## src/rtl/keypad_pkg.sv

```systemverilog
// Shared types for the 4x4 keypad scanner: FSM states, function-key codes and the key map.
package keypad_pkg;

  typedef enum logic [1:0] {
    ST_SCAN,
    ST_DEBOUNCE,
    ST_PRESSED,
    ST_RELEASE
  } state_t;

  localparam logic [2:0] FUNC_0 = 3'd0;
  localparam logic [2:0] FUNC_1 = 3'd1;
  localparam logic [2:0] FUNC_2 = 3'd2;
  localparam logic [2:0] FUNC_3 = 3'd3;
  localparam logic [2:0] FUNC_4 = 3'd4;
  localparam logic [2:0] FUNC_5 = 3'd5;

  typedef struct packed {
    logic       is_digit;
    logic [3:0] value;
  } key_t;

  // Indexed by {row, col}; element 15 is written first.
  localparam logic [15:0][4:0] KEY_MAP = {
    {2'b00, FUNC_3}, {2'b00, FUNC_5}, 5'h10,           {2'b00, FUNC_4},
    {2'b00, FUNC_2}, 5'h19,           5'h18,           5'h17,
    {2'b00, FUNC_1}, 5'h16,           5'h15,           5'h14,
    {2'b00, FUNC_0}, 5'h13,           5'h12,           5'h11
  };

  function automatic key_t key_lookup(input logic [1:0] r, input logic [1:0] c);
    return key_t'(KEY_MAP[{r, c}]);
  endfunction

  function automatic logic [1:0] lowest_low(input logic [3:0] r);
    if (!r[0])      return 2'd0;
    else if (!r[1]) return 2'd1;
    else if (!r[2]) return 2'd2;
    else            return 2'd3;
  endfunction

endpackage

```

## src/rtl/keypad_debounce_cnt.sv

```systemverilog
// Tick-qualified saturating counter: clr wins, start loads 1, inc counts up to MAX.
module keypad_debounce_cnt #(
  parameter int MAX = 20,
  parameter int W   = $clog2(MAX + 1)
) (
  input  logic         clk,
  input  logic         reset,
  input  logic         tick,
  input  logic         clr,
  input  logic         start,
  input  logic         inc,
  output logic [W-1:0] count
);

  always_ff @(posedge clk or negedge reset) begin
    if (!reset)
      count <= '0;
    else if (clr)
      count <= '0;
    else if (tick && start)
      count <= W'(1);
    else if (tick && inc && (count != W'(MAX)))
      count <= count + 1'b1;
  end

endmodule

```

## src/rtl/keypad_scanner.sv

```systemverilog
// 4x4 matrix keypad scanner with debounce, digit/function decode and strobes.
// Define KEYPAD_AUTOREPEAT_EN to re-strobe held digit keys every REPEAT_N ticks.
module keypad_scanner
  import keypad_pkg::*;
#(
  parameter int SCAN_DIV   = 50000,
  parameter int DEBOUNCE_N = 20,
  parameter int REPEAT_N   = 500
) (
  input  logic       clk,
  input  logic       reset,
  input  logic [3:0] row,
  output logic [3:0] col,
  output logic [3:0] num,
  output logic       numPressed,
  output logic [2:0] func,
  output logic       funcPressed,
  output logic       keyDown
);

  localparam int DIV_W = (SCAN_DIV > 1) ? $clog2(SCAN_DIV) : 1;
  localparam int CNT_W = $clog2(DEBOUNCE_N + 1);

  logic [DIV_W-1:0] div_cnt;
  logic             tick;
  logic [3:0]       row_meta, row_sync;
  state_t           state;
  logic [3:0]       col_reg;
  logic [1:0]       col_idx, lat_row;
  logic [3:0]       num_reg;
  logic [2:0]       func_reg;
  logic             num_pressed_reg, func_pressed_reg, key_down_reg;
  logic             any_low, hit_low, deb_done;
  logic             db_clr, db_start, db_inc;
  logic [CNT_W-1:0] db_cnt;
  logic             rpt_fire;
  key_t             cur_key;

  assign tick = (div_cnt == DIV_W'(SCAN_DIV - 1));

  always_ff @(posedge clk or negedge reset) begin
    if (!reset) begin
      div_cnt  <= '0;
      row_meta <= '0;
      row_sync <= '0;
    end else begin
      div_cnt  <= tick ? '0 : div_cnt + 1'b1;
      row_meta <= row;
      row_sync <= row_meta;
    end
  end

  assign any_low  = ~&row_sync;
  assign hit_low  = ~row_sync[lat_row];
  assign cur_key  = key_lookup(lat_row, col_idx);
  assign deb_done = (db_cnt >= CNT_W'(DEBOUNCE_N - 1));

  always_comb begin
    db_clr   = (state == ST_SCAN) && !any_low;
    db_start = ((state == ST_SCAN) && any_low) || ((state == ST_PRESSED) && !hit_low);
    db_inc   = ((state == ST_DEBOUNCE) && hit_low) || ((state == ST_RELEASE) && !hit_low);
  end

  keypad_debounce_cnt #(.MAX(DEBOUNCE_N), .W(CNT_W)) u_db_cnt (
    .clk   (clk),
    .reset (reset),
    .tick  (tick),
    .clr   (db_clr),
    .start (db_start),
    .inc   (db_inc),
    .count (db_cnt)
  );

`ifdef KEYPAD_AUTOREPEAT_EN
  localparam int RPT_W = $clog2(REPEAT_N + 1);
  logic [RPT_W-1:0] rpt_cnt;
  logic             rpt_run;

  // Counts ticks while a digit key stays held; restarts after every repeat strobe.
  assign rpt_run  = (state == ST_PRESSED) && hit_low && cur_key.is_digit;
  assign rpt_fire = rpt_run && (rpt_cnt == RPT_W'(REPEAT_N - 1));

  keypad_debounce_cnt #(.MAX(REPEAT_N), .W(RPT_W)) u_rpt_cnt (
    .clk   (clk),
    .reset (reset),
    .tick  (tick),
    .clr   (!rpt_run || (tick && rpt_fire)),
    .start (1'b0),
    .inc   (1'b1),
    .count (rpt_cnt)
  );
`else
  logic unused_repeat;
  assign unused_repeat = (REPEAT_N != 0);
  assign rpt_fire      = 1'b0;
`endif

  always_ff @(posedge clk or negedge reset) begin
    if (!reset) begin
      state            <= ST_SCAN;
      col_reg          <= 4'b1110;
      col_idx          <= 2'd0;
      lat_row          <= 2'd0;
      num_reg          <= 4'd0;
      func_reg         <= 3'd0;
      num_pressed_reg  <= 1'b0;
      func_pressed_reg <= 1'b0;
      key_down_reg     <= 1'b0;
    end else begin
      num_pressed_reg  <= 1'b0;
      func_pressed_reg <= 1'b0;
      if (tick) begin
        case (state)
          ST_SCAN: begin
            if (any_low) begin
              lat_row <= lowest_low(row_sync);
              state   <= ST_DEBOUNCE;
            end else begin
              col_idx <= col_idx + 1'b1;
              col_reg <= {col_reg[2:0], col_reg[3]};
            end
          end
          ST_DEBOUNCE: begin
            if (!hit_low) begin
              state <= ST_SCAN;
            end else if (deb_done) begin
              state        <= ST_PRESSED;
              key_down_reg <= 1'b1;
              if (cur_key.is_digit) begin
                num_reg         <= cur_key.value;
                num_pressed_reg <= 1'b1;
              end else begin
                func_reg         <= cur_key.value[2:0];
                func_pressed_reg <= 1'b1;
              end
            end
          end
          ST_PRESSED: begin
            if (!hit_low)
              state <= ST_RELEASE;
            else if (rpt_fire)
              num_pressed_reg <= 1'b1;
          end
          ST_RELEASE: begin
            if (hit_low) begin
              state <= ST_PRESSED;
            end else if (deb_done) begin
              state        <= ST_SCAN;
              key_down_reg <= 1'b0;
              col_idx      <= col_idx + 1'b1;
              col_reg      <= {col_reg[2:0], col_reg[3]};
            end
          end
          default: state <= ST_SCAN;
        endcase
      end
    end
  end

  assign col         = col_reg;
  assign num         = num_reg;
  assign func        = func_reg;
  assign numPressed  = num_pressed_reg;
  assign funcPressed = func_pressed_reg;
  assign keyDown     = key_down_reg;

endmodule

```

## config.mk

```make
export PLATFORM = sky130hd
export DESIGN_NAME = keypad_scanner
export DESIGN_NICKNAME = d
export VERILOG_FILES = /design/src/rtl/keypad_pkg.sv /design/src/rtl/keypad_debounce_cnt.sv /design/src/rtl/keypad_scanner.sv
export SDC_FILE = /design/constraint.sdc
export NUM_CORES = 1
export LEC_CHECK = 0
export BUFFER_PORTS_ARGS = -buffer_cell sky130_fd_sc_hd__buf_2
export CELL_PAD_IN_SITES_DETAIL_PLACEMENT = 1
export CELL_PAD_IN_SITES_GLOBAL_PLACEMENT = 1
export CORE_UTILIZATION = 43
export CTS_CLUSTER_SIZE = 14
export DETAILED_ROUTE_END_ITERATION = 7
export MAX_ROUTING_LAYER = met4
export PLACE_DENSITY = 0.87
export RECOVER_POWER = 100
export SYNTH_ARGS = -nofsm -noshare
export SYNTH_HDL_FRONTEND = slang
export SYNTH_SLANG_ARGS = --single-unit
```

## constraint.sdc

```tcl
create_clock -name clk -period 2.2 [get_ports clk]
set_input_delay 0.33 -clock clk [delete_from_list [all_inputs] [get_ports clk]]
set_output_delay 0.33 -clock clk [all_outputs]
set_load 0.01 [all_outputs]
```

Yosys cells after proc, flatten, opt, wreduce, memory -nomap -nowiden
Memory sizes are Yosys's and may differ from the RTL's.
Index checks and enable logic that the tools add are counted.
{ "op_classes": {"add_sub_neg": 3, "multipliers": 0, "div_mod_pow": 0, "n_lt_le_gt_ge": 3, "eq_ne": 14, "n_shift": 0, "mux": 40, "bitwise": 3, "n_reduce_logical": 22} }
{ "ops": {"columns": ["op", "n"], "rows": [
  ["$mux W2", 11],
  ["$mux W5", 4],
  ["$reduce_and A5 Y1", 4],
  ["$add A16 B1 Y16 const B", 1],
  ["$eq A16 B16 Y1 const B", 1],
  ["$mux W1", 16],
  ["$mux W16", 1],
  ["$mux W4", 3],
  ["$ne A2 B2 Y1 const B", 6],
  ["$logic_and A1 B1 Y1", 8],
  ["$pmux W2 S4", 1],
  ["$pmux W4 S2", 1],
  ["$ne A3 B3 Y1 const B", 2],
  ["$reduce_and A6 Y1", 1],
  ["$add A5 B1 Y5 const B", 1],
  ["$ge A5 B5 Y1 const B", 1],
  ["$lt A4 B5 Y1 const B", 1],
  ["$ne A5 B5 Y1 const B", 1],
  ["$eq A2 B2 Y1 const B", 2],
  ["$pmux W2 S2", 1],
  ["$reduce_and A4 Y1", 1],
  ["$reduce_bool A2 Y1", 2],
  ["$lt A2 B3 Y1 const B", 1],
  ["$not A1 Y1", 3],
  ["other kinds (10)", 11]
]} }
{ "totals": {"regBits": 49, "latch_bits": 0, "ramBits": 0, "romBits": 80, "output_inout_bits": 14, "memories": 1} }
{ "memory_table": {"columns": ["name", "depth", "width", "read_ports", "rd_clocked_by_memory_dff", "write_ports", "line_no", "source"], "rows": [
  ["(no name shown)", 16, 5, 1, 0, 0, "keypad_pkg.sv:32", "return key_t'(KEY_MAP[{r, c}]);"]
]} }

Depth between registers and ports, before layout
Gate-level depths: netlist of the first run.
{ "logic_depth": {"word_depth": 10, "mapped_depth": 7} }

Hierarchy
From an unflattened synthesis of the first run, not the netlist that was laid out.
{ "unflattened": {"hier_cells": 207, "hier_area_um2": 2298.5} }
{ "modules_own_cells": {"columns": ["mod", "instances", "cells_per_inst", "area_each_um2", "seq_area_each_um2"], "rows": [
  ["keypad_scanner", 1, 175, 2001.9, 1104.8],
  ["keypad_debounce_cnt", 1, 32, 296.5, 125.1]
]} }

Least setup slack after synthesis of the first run
No wires, ideal clock.
{ "synth_timing": {"path_type": "register to register", "startpoint": "register div_cnt[0]", "endpoint": "register num_reg[0], in the netlist num[0]", "arrival_time_ps": 1978, "required_ps": 2075, "slack_ps": 97, "stages_incl_launch_ff": 8, "path_cell_list": "dfrtp_1 > ha_1 > and3_1 > buf_2 > nand3_1 > or4b_4 > nand4b_4 > mux2_4"} }
{ "synth_between": {"elab_chain_cells": 2} }
{ "synth_rtl": {"columns": ["element", "line_no", "source"], "rows": [
  ["start: declaration", "keypad_scanner.sv:24", "logic [DIV_W-1:0] div_cnt;"],
  ["start signal: assignment", "keypad_scanner.sv:47", "div_cnt <= tick ? '0 : div_cnt + 1'b1;"],
  ["$eq A16 B16 Y1", "keypad_scanner.sv:39", "assign tick = (div_cnt == DIV_W'(SCAN_DIV - 1));"],
  ["$reduce_and A5 Y1 (no line)", null, null],
  ["end signal: assignment", "keypad_scanner.sv:130", "num_reg <= cur_key.value;"],
  ["end: declaration", "keypad_scanner.sv:30", "logic [3:0] num_reg;"]
]} }
No other way between the ends.
A chain may end at the register's enable or synchronous reset.

Worst setup path after layout of the first run
{ "layout_timing": {"startpoint": "register div_cnt[5]", "endpoint": "register u_db_cnt.count[4]"} }
{ "layout_between": {"elab_chain_cells": 4, "elab_cells_between_ends": 7, "cone_classes": "1 x eq/ne; 2 x mux; 4 x reduce/logical"} }
{ "layout_rtl": {"columns": ["element", "line_no", "source"], "rows": [
  ["$eq A16 B16 Y1 *", "keypad_scanner.sv:39", null],
  ["$logic_and A1 B1 Y1 (on tied branches)", "keypad_debounce_cnt.sv:20, keypad_debounce_cnt.sv:22", null],
  ["$mux W5 / $logic_and A1 B1 Y1 (equally long branches)", "keypad_debounce_cnt.sv:20, keypad_debounce_cnt.sv:22", null],
  ["$mux W5 / $reduce_bool A3 Y1 (equally long branches)", null, null],
  ["end signal: assignment", "keypad_debounce_cnt.sv:23", "count <= count + 1'b1;"],
  ["end: declaration", "keypad_debounce_cnt.sv:12", "output logic [W-1:0] count"]
]} }
Every way passes the cells marked *; elsewhere a longest branch is shown, timed or not.

==> impl_metrics.json, run 1 <==
{
  "status": "finished with violations",
  "violations": "negative setup slack",
  "hold_path_startpoint": "row[2]",
  "fin_crit_sh_pct": 101.0,
  "netlist_instances": 211,
  "synth_area_mm2": 0.002417,
  "die_h_um": 76.98,
  "hpwl_um": 3749,
  "grt_pass1_wl_um": 9135,
  "worst_setup_path_start_kind": "register",
  "critPathCaptureType": "register",
  "rrSetupSlack_ps": -20,
  "detail-route-antenna-nets": 0,
  "synth_cell_types": 46,
  "ys_warn_count": 0,
  "start_util_pct": 45.87,
  "placed_area_mm2": 0.002688,
  "num-fill-cells": 589,
  "clockBufferDepth": 2,
  "power.density_mw_per_mm2": 510.7,
  "grt_max_degree": 50,
  "synth_simple_gate_area_share_pct": 19.20,
  "worstSetupPathType": "register to register",
  "final_cell_mix": "44 x dfrtp_1, 24 x buf_4, 17 x nor2_1",
  "slew-limit-headroom_pct": 20.61,
  "viasPerCell": 5.524,
  "clock_sinks": 49,
  "drive_gt1_share_pct": 26.15,
  "synthTopCellsByArea": "dfrtp_1 48%, xnor2_1 4.3%, mux2_1 3.7%",
  "clkPwrFrac_pct": 35.3,
  "yosysSeqAreaShare_pct": 50.88,
  "muxShareOfSynthArea_pct": 10.51,
  "antenna_cells": 0,
  "skew_ps": 11.22,
  "die_w_um": 76.98,
  "maxCapViolations": 0,
  "grt_usage_pct": 20.42,
  "cts_tree": "done",
  "synth_nets": 223,
  "synth_ff_type": "dfrtp_1",
  "synth-adder-area-share_pct": 3.106,
  "crit_arrival_ps": 2410,
  "period_minus_slack_ps": 2222,
  "htree_levels": 2,
  "clk_pin_slew_ps": 90,
  "critPathMaxFanout": 4,
  "required_ps": 2390,
  "drt-total-wl_um": 5942,
  "final_common_cell": "dfrtp_1",
  "gp_congestion": 0.7731,
  "stdcell_area_mm2": 0.002899,
  "synth_xor_area_share_pct": 7.246,
  "finalMaxSlewViolations": 0,
  "synthArstFlopShare_pct": 100.0,
  "max_freq_mhz": 450.0,
  "combPwrFrac_pct": 3.0,
  "ios": 20,
  "reg2reg_from": "div_cnt[5]",
  "fin_ws_ps": -22.13,
  "power_switching_mw": 0.3376,
  "intPower_mw": 1.143,
  "p_leak_nw": 1.277,
  "min_to": "row_meta[2]",
  "grt_pass1_vias": 1883,
  "row_count": 26,
  "finalHoldViolCount": 0,
  "largest_reg_flops": 16,
  "overflow": 0,
  "synth_top_family_by_area": "simple AND/OR/NAND/NOR gates",
  "core_mm2": 0.005270,
  "reg.largest.list": "div_cnt: 16 flops, u_db_cnt.count: 5 flops",
  "drt_iter0_drc": 73,
  "setup_viol": 9,
  "antenna_found_initial": 0,
  "synth_compound_area_share_pct": 6.159,
  "synth_seq_cells": 49,
  "p_sw_share_pct": 22.80,
  "tightest_slew_ps": 1191,
  "yosysTopAreaCell": "dfrtp_1",
  "insertion_delay_ps": 310,
  "postSynthAreaPerCell_um2": 11.46,
  "root_buffer": "clkbuf_8",
  "drc_errors": 0,
  "cts_buffers": 5,
  "hold_depth": 1,
  "wire_per_inst_um": 18.01,
  "nets": 271,
  "die_area_mm2": 0.005925,
  "dr.pass1.iters": 4,
  "vias": 1823,
  "holdCritPathClass": "primary input to register",
  "r2r_end": "u_db_cnt.count[4]",
  "hold_slack_ps": 126.7,
  "vdd_drop_max_mv": 0.2787,
  "rsz0062_at_grt": "true",
  "syn_to_final_growth_pct": 19.93,
  "port_buffers": 19,
  "rr_worst_depth": 7,
  "synth_top_area_share_pct": 47.62,
  "p_seq_share_pct": 61.7,
  "largest-register": "div_cnt",
  "synth_edf_count": 0
}
[cell usage after synthesis, drive strengths merged (3+ instances only)]
cell and count:
nor3 3, nor2 19, nor4 7, and3 6, clkbuf 3, ha 6
xnor2 12, dfrtp 46, nand2 11, buf 3, nand4 6, dfstp 3
o21ai 9, nand3 10, a21oi 5, xor2 8, mux2 13, inv 12
mux2i 7
[power groups by stage]
stage / clock network, mW / logic, mW / registers, mW
2_1_floorplan: 0 / 0.0128 / 0.929
3_3_place_gp: 0 / 0.0391 / 0.929
3_5_place_dp: 0 / 0.0407 / 0.931
4_1_cts: 0.535 / 0.0408 / 0.913
5_1_grt: 0.576 / 0.0500 / 0.914
6_report: 0.523 / 0.0447 / 0.913
[how the worst max path moves through the flow]
stage	from	to	slack [ps]
2_1_floorplan	div_cnt[0]	num[0]	100
3_3_place_gp	div_cnt[5]	func[1]	100
3_5_place_dp	div_cnt[5]	func[0]	-5
4_1_cts	div_cnt[12]	func[1]	4
5_1_grt	div_cnt[5]	num[2]	-80
6_report	div_cnt[5]	u_db_cnt.count[4]	-20
[worst max-delay path: stages (launching register included)]
cell,delay (ps)
dfrtp_2,440
nor4_4,330
buf_4,160
buf_4,110
nand4_1,220
or3_4,410
a221oi_4,350
nor2_1,90
[metal layers]
| metal | wire, µm | vias to the layer above | part of all wire (%) | GRT usage [%] |
|---|---|---|---|---|
| met5 | 0 | - | 0 | - |
| met3 | 224 | 15 | 3.8 | 4.286 |
| met1 | 2550 | 928 | 43 | 26.25 |
| li1 | - | 836 | - | - |
| met2 | 2969 | 44 | 50 | 31.96 |
| met4 | 198 | 0 | 3.3 | 7.358 |
[kinds of logic after synthesis]
| group | after synthesis |
|---|---|
| flip-flops | 49 |
| AND/OR/NAND/NOR | 75 |
| XOR/XNOR | 20 |
| adder cells (fa/ha/maj) | 6 |
| buffers and inverters | 18 |
| AO/OA/AOI/OAI | 22 |
| multiplexers | 21 |
[area by class of cell]
cell class | instances | area, µm² | area share (%)
sequential | 49 | 1232 | 42.51
multi-input combinational | 144 | 1166 | 40.22
timing repair buffer | 47 | 285.3 | 9.840
tap | 70 | 87.58 | 3.021
clock buffer | 6 | 72.57 | 2.503
inverter | 12 | 45.04 | 1.554
clock inverter | 2 | 10.01 | 0.3453
[metrics by stage]
| stage | power [mW] | setup WS [ps] | utilization [%] | setup TNS (ps) | std cells |
|---|---|---|---|---|---|
| CTS | 1.489 | 3.850 | 54.01 | 0 | 324 |
| detailed placement | 0.9712 | -4.514 | 51.00 | -9.530 | 309 |
| global placement | 0.9686 | 103.1 | 51.00 | 0 | 309 |
| global route | 1.540 | -77.23 | 55.01 | -712.5 | 330 |
| floorplan | 0.9416 | 96.76 | - | 0 | 211 |
| finish | 1.481 | -22.13 | 55.01 | -95.94 | 330 |
[what timing repair did]
item / CTS / global route
setup endpoints to repair: 3 / 12
gates resized for setup: 8 / 7
buffers inserted: 7 / 6
pin swaps: 4 / 8
hold buffers: 0 / 0
(Power assumes the default switching activity.)
==> run 2: changes to the inputs <==
--- a/config.mk
+++ b/config.mk
@@ -14,6 +14,7 @@
 export MAX_ROUTING_LAYER = met4
 export PLACE_DENSITY = 0.87
 export RECOVER_POWER = 100
+export SETUP_SLACK_MARGIN = 0.15
 export SYNTH_ARGS = -nofsm -noshare
 export SYNTH_HDL_FRONTEND = slang
 export SYNTH_SLANG_ARGS = --single-unit
==> impl_metrics.json, run 2 (synthesis gave the netlist of run 1 again) <==
{
  "status": "completed",
  "hold_slack_ps": 113.5,
  "fin_crit_sh_pct": 99.47,
  "die_w_um": 76.98,
  "antenna_cells": 0,
  "overflow": 0,
  "cts_tree": "done",
  "vias": 1852,
  "clk_pin_slew_ps": 100,
  "final_common_cell": "dfrtp_1",
  "core_mm2": 0.005270,
  "power_mw": 1.646,
  "final_cell_mix": "43 x dfrtp_1, 26 x buf_4, 19 x buf_2",
  "die_h_um": 76.98,
  "root_buffer": "clkbuf_8",
  "p_leak_nw": 1.349,
  "worst_setup_path_start_kind": "register",
  "fin_util_pct": 57.86,
  "ios": 20,
  "die_area_mm2": 0.005925,
  "syn_to_final_growth_pct": 26.14,
  "grt_max_degree": 50,
  "slowest_delay_ps": 570,
  "crit_slowest_cell": "or4b_4",
  "hpwl_um": 3916,
  "antenna_found_initial": 0,
  "largest_reg_flops": 16,
  "detail-route-antenna-nets": 0,
  "dr.pass1.iters": 4,
  "grt_usage_pct": 24.06,
  "skew_ps": 8.522,
  "htree_levels": 2,
  "grt_pass1_wl_um": 10570,
  "period_minus_slack_ps": 2188,
  "max_freq_mhz": 457.0,
  "row_count": 26,
  "start_util_pct": 45.87,
  "insertion_delay_ps": 310,
  "power.density_mw_per_mm2": 539.9,
  "slew-limit-headroom_pct": 19.71,
  "required_ps": 2400,
  "clock_sinks": 49,
  "vdd_drop_max_mv": 0.3269,
  "largest-register": "div_cnt",
  "worstSetupPathType": "register to register",
  "worstPathCellList": "ha_2 -> and3_4 -> nand3_1 -> or4b_4 -> nor4_4 -> mux2_4",
  "maxCapViolations": 0,
  "reg.largest.list": "div_cnt: 16 flops, u_db_cnt.count: 5 flops",
  "critPathMaxFanout": 3,
  "grt_pass1_vias": 2095,
  "holdCritPathClass": "primary input to register",
  "tightest_slew_ps": 1204,
  "drt-total-wl_um": 6810,
  "finalHoldViolCount": 0,
  "port_buffers": 19,
  "num-fill-cells": 563,
  "setup_viol": 0,
  "clockBufferDepth": 2,
  "drc_errors": 0,
  "setup-tns-final_ps": 0,
  "nets": 271,
  "critPathBufInv": 0,
  "critPathCaptureType": "register",
  "viasPerCell": 5.612,
  "hold_buffers": 0,
  "drive_gt1_share_pct": 35.77,
  "finalMaxSlewViolations": 0,
  "cp_top_family": "simple AND/OR/NAND/NOR gates",
  "wire_per_inst_um": 20.64,
  "rrSetupSlack_ps": 10,
  "gp_congestion": 0.8302,
  "crit_arrival_ps": 2390,
  "cts_buffers": 5,
  "drt_iter0_drc": 141,
  "rsz0062_at_grt": "true"
}
## run 2: what timing repair did
action / CTS / global route
endpoints found under the setup margin: 16 / 21
buffers inserted: 11 / 3
pin swaps: 5 / 11
resized for setup: 14 / 14
## run 2: area by class of cell
cell class	count	area (µm²)	area share, %
Multi-Input combinational cell	144	1256	41.20
Sequential cell	49	1234	40.46
Timing Repair Buffer	47	306.5	10.05
Tap cell	70	87.58	2.872
Clock buffer	6	82.58	2.708
Inverter	12	45.04	1.477
Clock inverter	2	37.54	1.231
## run 2: per-layer routing
| layer | part of all wire [%] | vias to the layer above | track usage (%) |
|---|---|---|---|
| met5 | 0 | - | - |
| met4 | 2.6 | 0 | 6.981 |
| met3 | 3.8 | 17 | 6.071 |
| met2 | 53 | 51 | 41.79 |
| met1 | 41 | 948 | 27.38 |
| li1 | - | 836 | - |
## run 2: where the power goes
part           leakage [nW]  switching [mW]  total (mW)  internal, mW
Clock                0.0574           0.316       0.686         0.370
Combinational         0.656          0.0321      0.0475        0.0154
Sequential            0.636         0.00557       0.913         0.908
Total                  1.35           0.353        1.65          1.29
## run 2: per-stage QoR
stage,worst slack [ps],cells,area (µm²)
floorplan,119.1,211,2426
global placement,73.38,308,2683
detailed placement,-9.845,308,2683
CTS,28.81,327,2954
global route,-20.99,330,3049
finish,11.67,330,3049
## run 2: worst paths after layout
check | start | to | depth (start not counted)
setup / recovery | div_cnt[1] | func[1] | 6
hold reg to reg | row_meta[1] | row_sync[1] | 0
min in group asynchronous | reset | div_cnt[10] | 2
max in group asynchronous | reset | lat_row[1] | 2
hold / removal | row[2] | row_meta[2] | 1
setup reg to reg | div_cnt[1] | func[1] | 6
==> run 3: changes to the inputs <==
--- a/config.mk
+++ b/config.mk
@@ -5,7 +5,7 @@
 export SDC_FILE = /design/constraint.sdc
 export NUM_CORES = 1
 export LEC_CHECK = 0
-export BUFFER_PORTS_ARGS = -buffer_cell sky130_fd_sc_hd__buf_2
+export BUFFER_PORTS_ARGS = -buffer_cell sky130_fd_sc_hd__clkbuf_2
 export CELL_PAD_IN_SITES_DETAIL_PLACEMENT = 1
 export CELL_PAD_IN_SITES_GLOBAL_PLACEMENT = 1
 export CORE_UTILIZATION = 43
==> impl_metrics.json, run 3 (synthesis gave the netlist of run 1 again) <==
{
  "drt-total-wl_um": 5820,
  "worst_setup_path_start_kind": "register",
  "crit_arrival_ps": 2330,
  "clock_sinks": 49,
  "critPathMaxFanout": 5,
  "fin_ws_ps": 66.06,
  "rr_worst_depth": 6,
  "die_area_mm2": 0.005925,
  "slowest_delay_ps": 550,
  "port_buffers": 19,
  "power.density_mw_per_mm2": 508.5,
  "required_ps": 2400,
  "root_buffer": "clkbuf_8",
  "ios": 20,
  "grt_use_met3_pct": 4.286,
  "maxCapViolations": 0,
  "power_mw": 1.472,
  "grt_util_met2_pct": 33.21,
  "status": "completed",
  "row_count": 26,
  "cp_top_family": "simple AND/OR/NAND/NOR gates",
  "fin_cells": 329,
  "gp_congestion": 0.8174,
  "hold_buffers": 0,
  "die_h_um": 76.98,
  "grt_pass1_wl_um": 9466,
  "detail-route-antenna-nets": 0,
  "drt_iter0_drc": 92,
  "worstSetupPathType": "register to register",
  "rsz0062_at_grt": "true",
  "grt_pass1_vias": 1853,
  "rrSetupSlack_ps": 70,
  "largest-register": "div_cnt",
  "worst-path-stages": 6,
  "final_cell_mix": "46 x dfrtp_1, 21 x buf_4, 19 x clkbuf_1",
  "vdd_drop_max_mv": 0.2858,
  "reg.largest.list": "div_cnt: 16 flops, u_db_cnt.count: 5 flops",
  "startpoint": "u_db_cnt.count[1]",
  "antenna_cells": 0,
  "holdCritPathClass": "primary input to register",
  "grt-busiest-layer": "met2",
  "clk_pin_slew_ps": 90,
  "pre_cts_slack_ps": -0.9102,
  "final_common_cell": "dfrtp_1",
  "numPlacedInstances": 308,
  "die_w_um": 76.98,
  "hpwl_um": 3890,
  "p_leak_nw": 1.253,
  "grt_usage_pct": 21.70,
  "slew-limit-headroom_pct": 18.52,
  "critPathBufInv": 0,
  "viasPerCell": 5.426,
  "htree_levels": 2,
  "finalMaxSlewViolations": 0,
  "insertion_delay_ps": 300,
  "reg2reg_from": "u_db_cnt.count[1]",
  "setup_viol": 0,
  "finalHoldViolCount": 0,
  "critPathCaptureType": "register",
  "period_minus_slack_ps": 2134,
  "fin_crit_sh_pct": 97.00,
  "drc_errors": 0,
  "met1_usage_pct": 27.61,
  "hold_slack_ps": 129.5,
  "worstPathCellList": "ha_2 -> a2111oi_2 -> nor2b_1 -> or4b_4 -> nor4_4 -> mux2_1",
  "grt_max_degree": 28,
  "syn_to_final_growth_pct": 19.72,
  "crit_slowest_cell": "or4b_4",
  "core_mm2": 0.005270,
  "crit_end": "func[1]",
  "drive_gt1_share_pct": 23.94,
  "cts_buffers": 5,
  "overflow": 0,
  "vias": 1785,
  "largest_reg_flops": 16,
  "wire_per_inst_um": 17.69,
  "clockBufferDepth": 2,
  "max_freq_mhz": 468.6,
  "start_util_pct": 45.87,
  "skew_ps": 6.307,
  "dr.pass1.iters": 4,
  "r2r_end": "func[1]",
  "cts_tree": "done",
  "antenna_found_initial": 0,
  "tightest_slew_ps": 1222,
  "nets": 270
}
-- run 3: metrics by stage --
stage	utilization [%]	TNS (ps)	instance area [µm²]
2_1_floorplan	-	0	2426
3_3_place_gp	51.14	0	2695
3_5_place_dp	51.14	-0.9102	2695
4_1_cts	54.20	0	2856
5_1_grt	54.91	-147.7	2894
6_report	54.91	0	2894
-- run 3: worst register-to-register path, cell delays in order (launching register included) --
cell	delay, ps
dfrtp_1	400
ha_2	230
a2111oi_2	50
nor2b_1	180
or4b_4	550
nor4_4	270
mux2_1	350
-- run 3: repair_timing --
| item | CTS | global route |
|---|---|---|
| gates resized for setup | 5 | 11 |
| pin swaps | 1 | 5 |
| endpoints found under the setup margin | 12 | 19 |
| setup buffers | 7 | 6 |
-- run 3: layout make-up --
| cell class | instances | area, µm² |
|---|---|---|
| clock buffers | 8 | 80.08 |
| multi-input cells | 144 | 1189 |
| inverters | 12 | 45.04 |
| well taps | 70 | 87.58 |
| flip-flops and latches | 49 | 1230 |
| repair buffers | 46 | 262.8 |
| fillers | 592 | 2376 |
-- run 3: where the power goes --
group,leakage (nW),switching (mW),internal (mW)
Clock,0.0395,0.289,0.226
Combinational,0.571,0.0305,0.0133
Sequential,0.642,0.00552,0.907
Total,1.25,0.325,1.15
-- run 3: routing by layer --
metal / wire length [µm] / vias to the layer above
met5: 0 / -
met4: 153 / 0
met3: 177 / 14
met2: 2908 / 42
met1: 2582 / 889
li1: - / 840
-- run 3: how the worst min path moves through the flow --
stage                startpoint                         end  cells after the start  slack [ps]
finish                   row[1]                 row_meta[1]                      1         130
global route             row[2]                 row_meta[2]                      1         110
CTS                       reset                  div_cnt[7]                      1          30
detailed placement  row_meta[0]                 row_sync[0]                      0         340
global placement    row_meta[0]                 row_sync[0]                      0         330
floorplan                 reset  asynchronous set/reset pin                      0          30
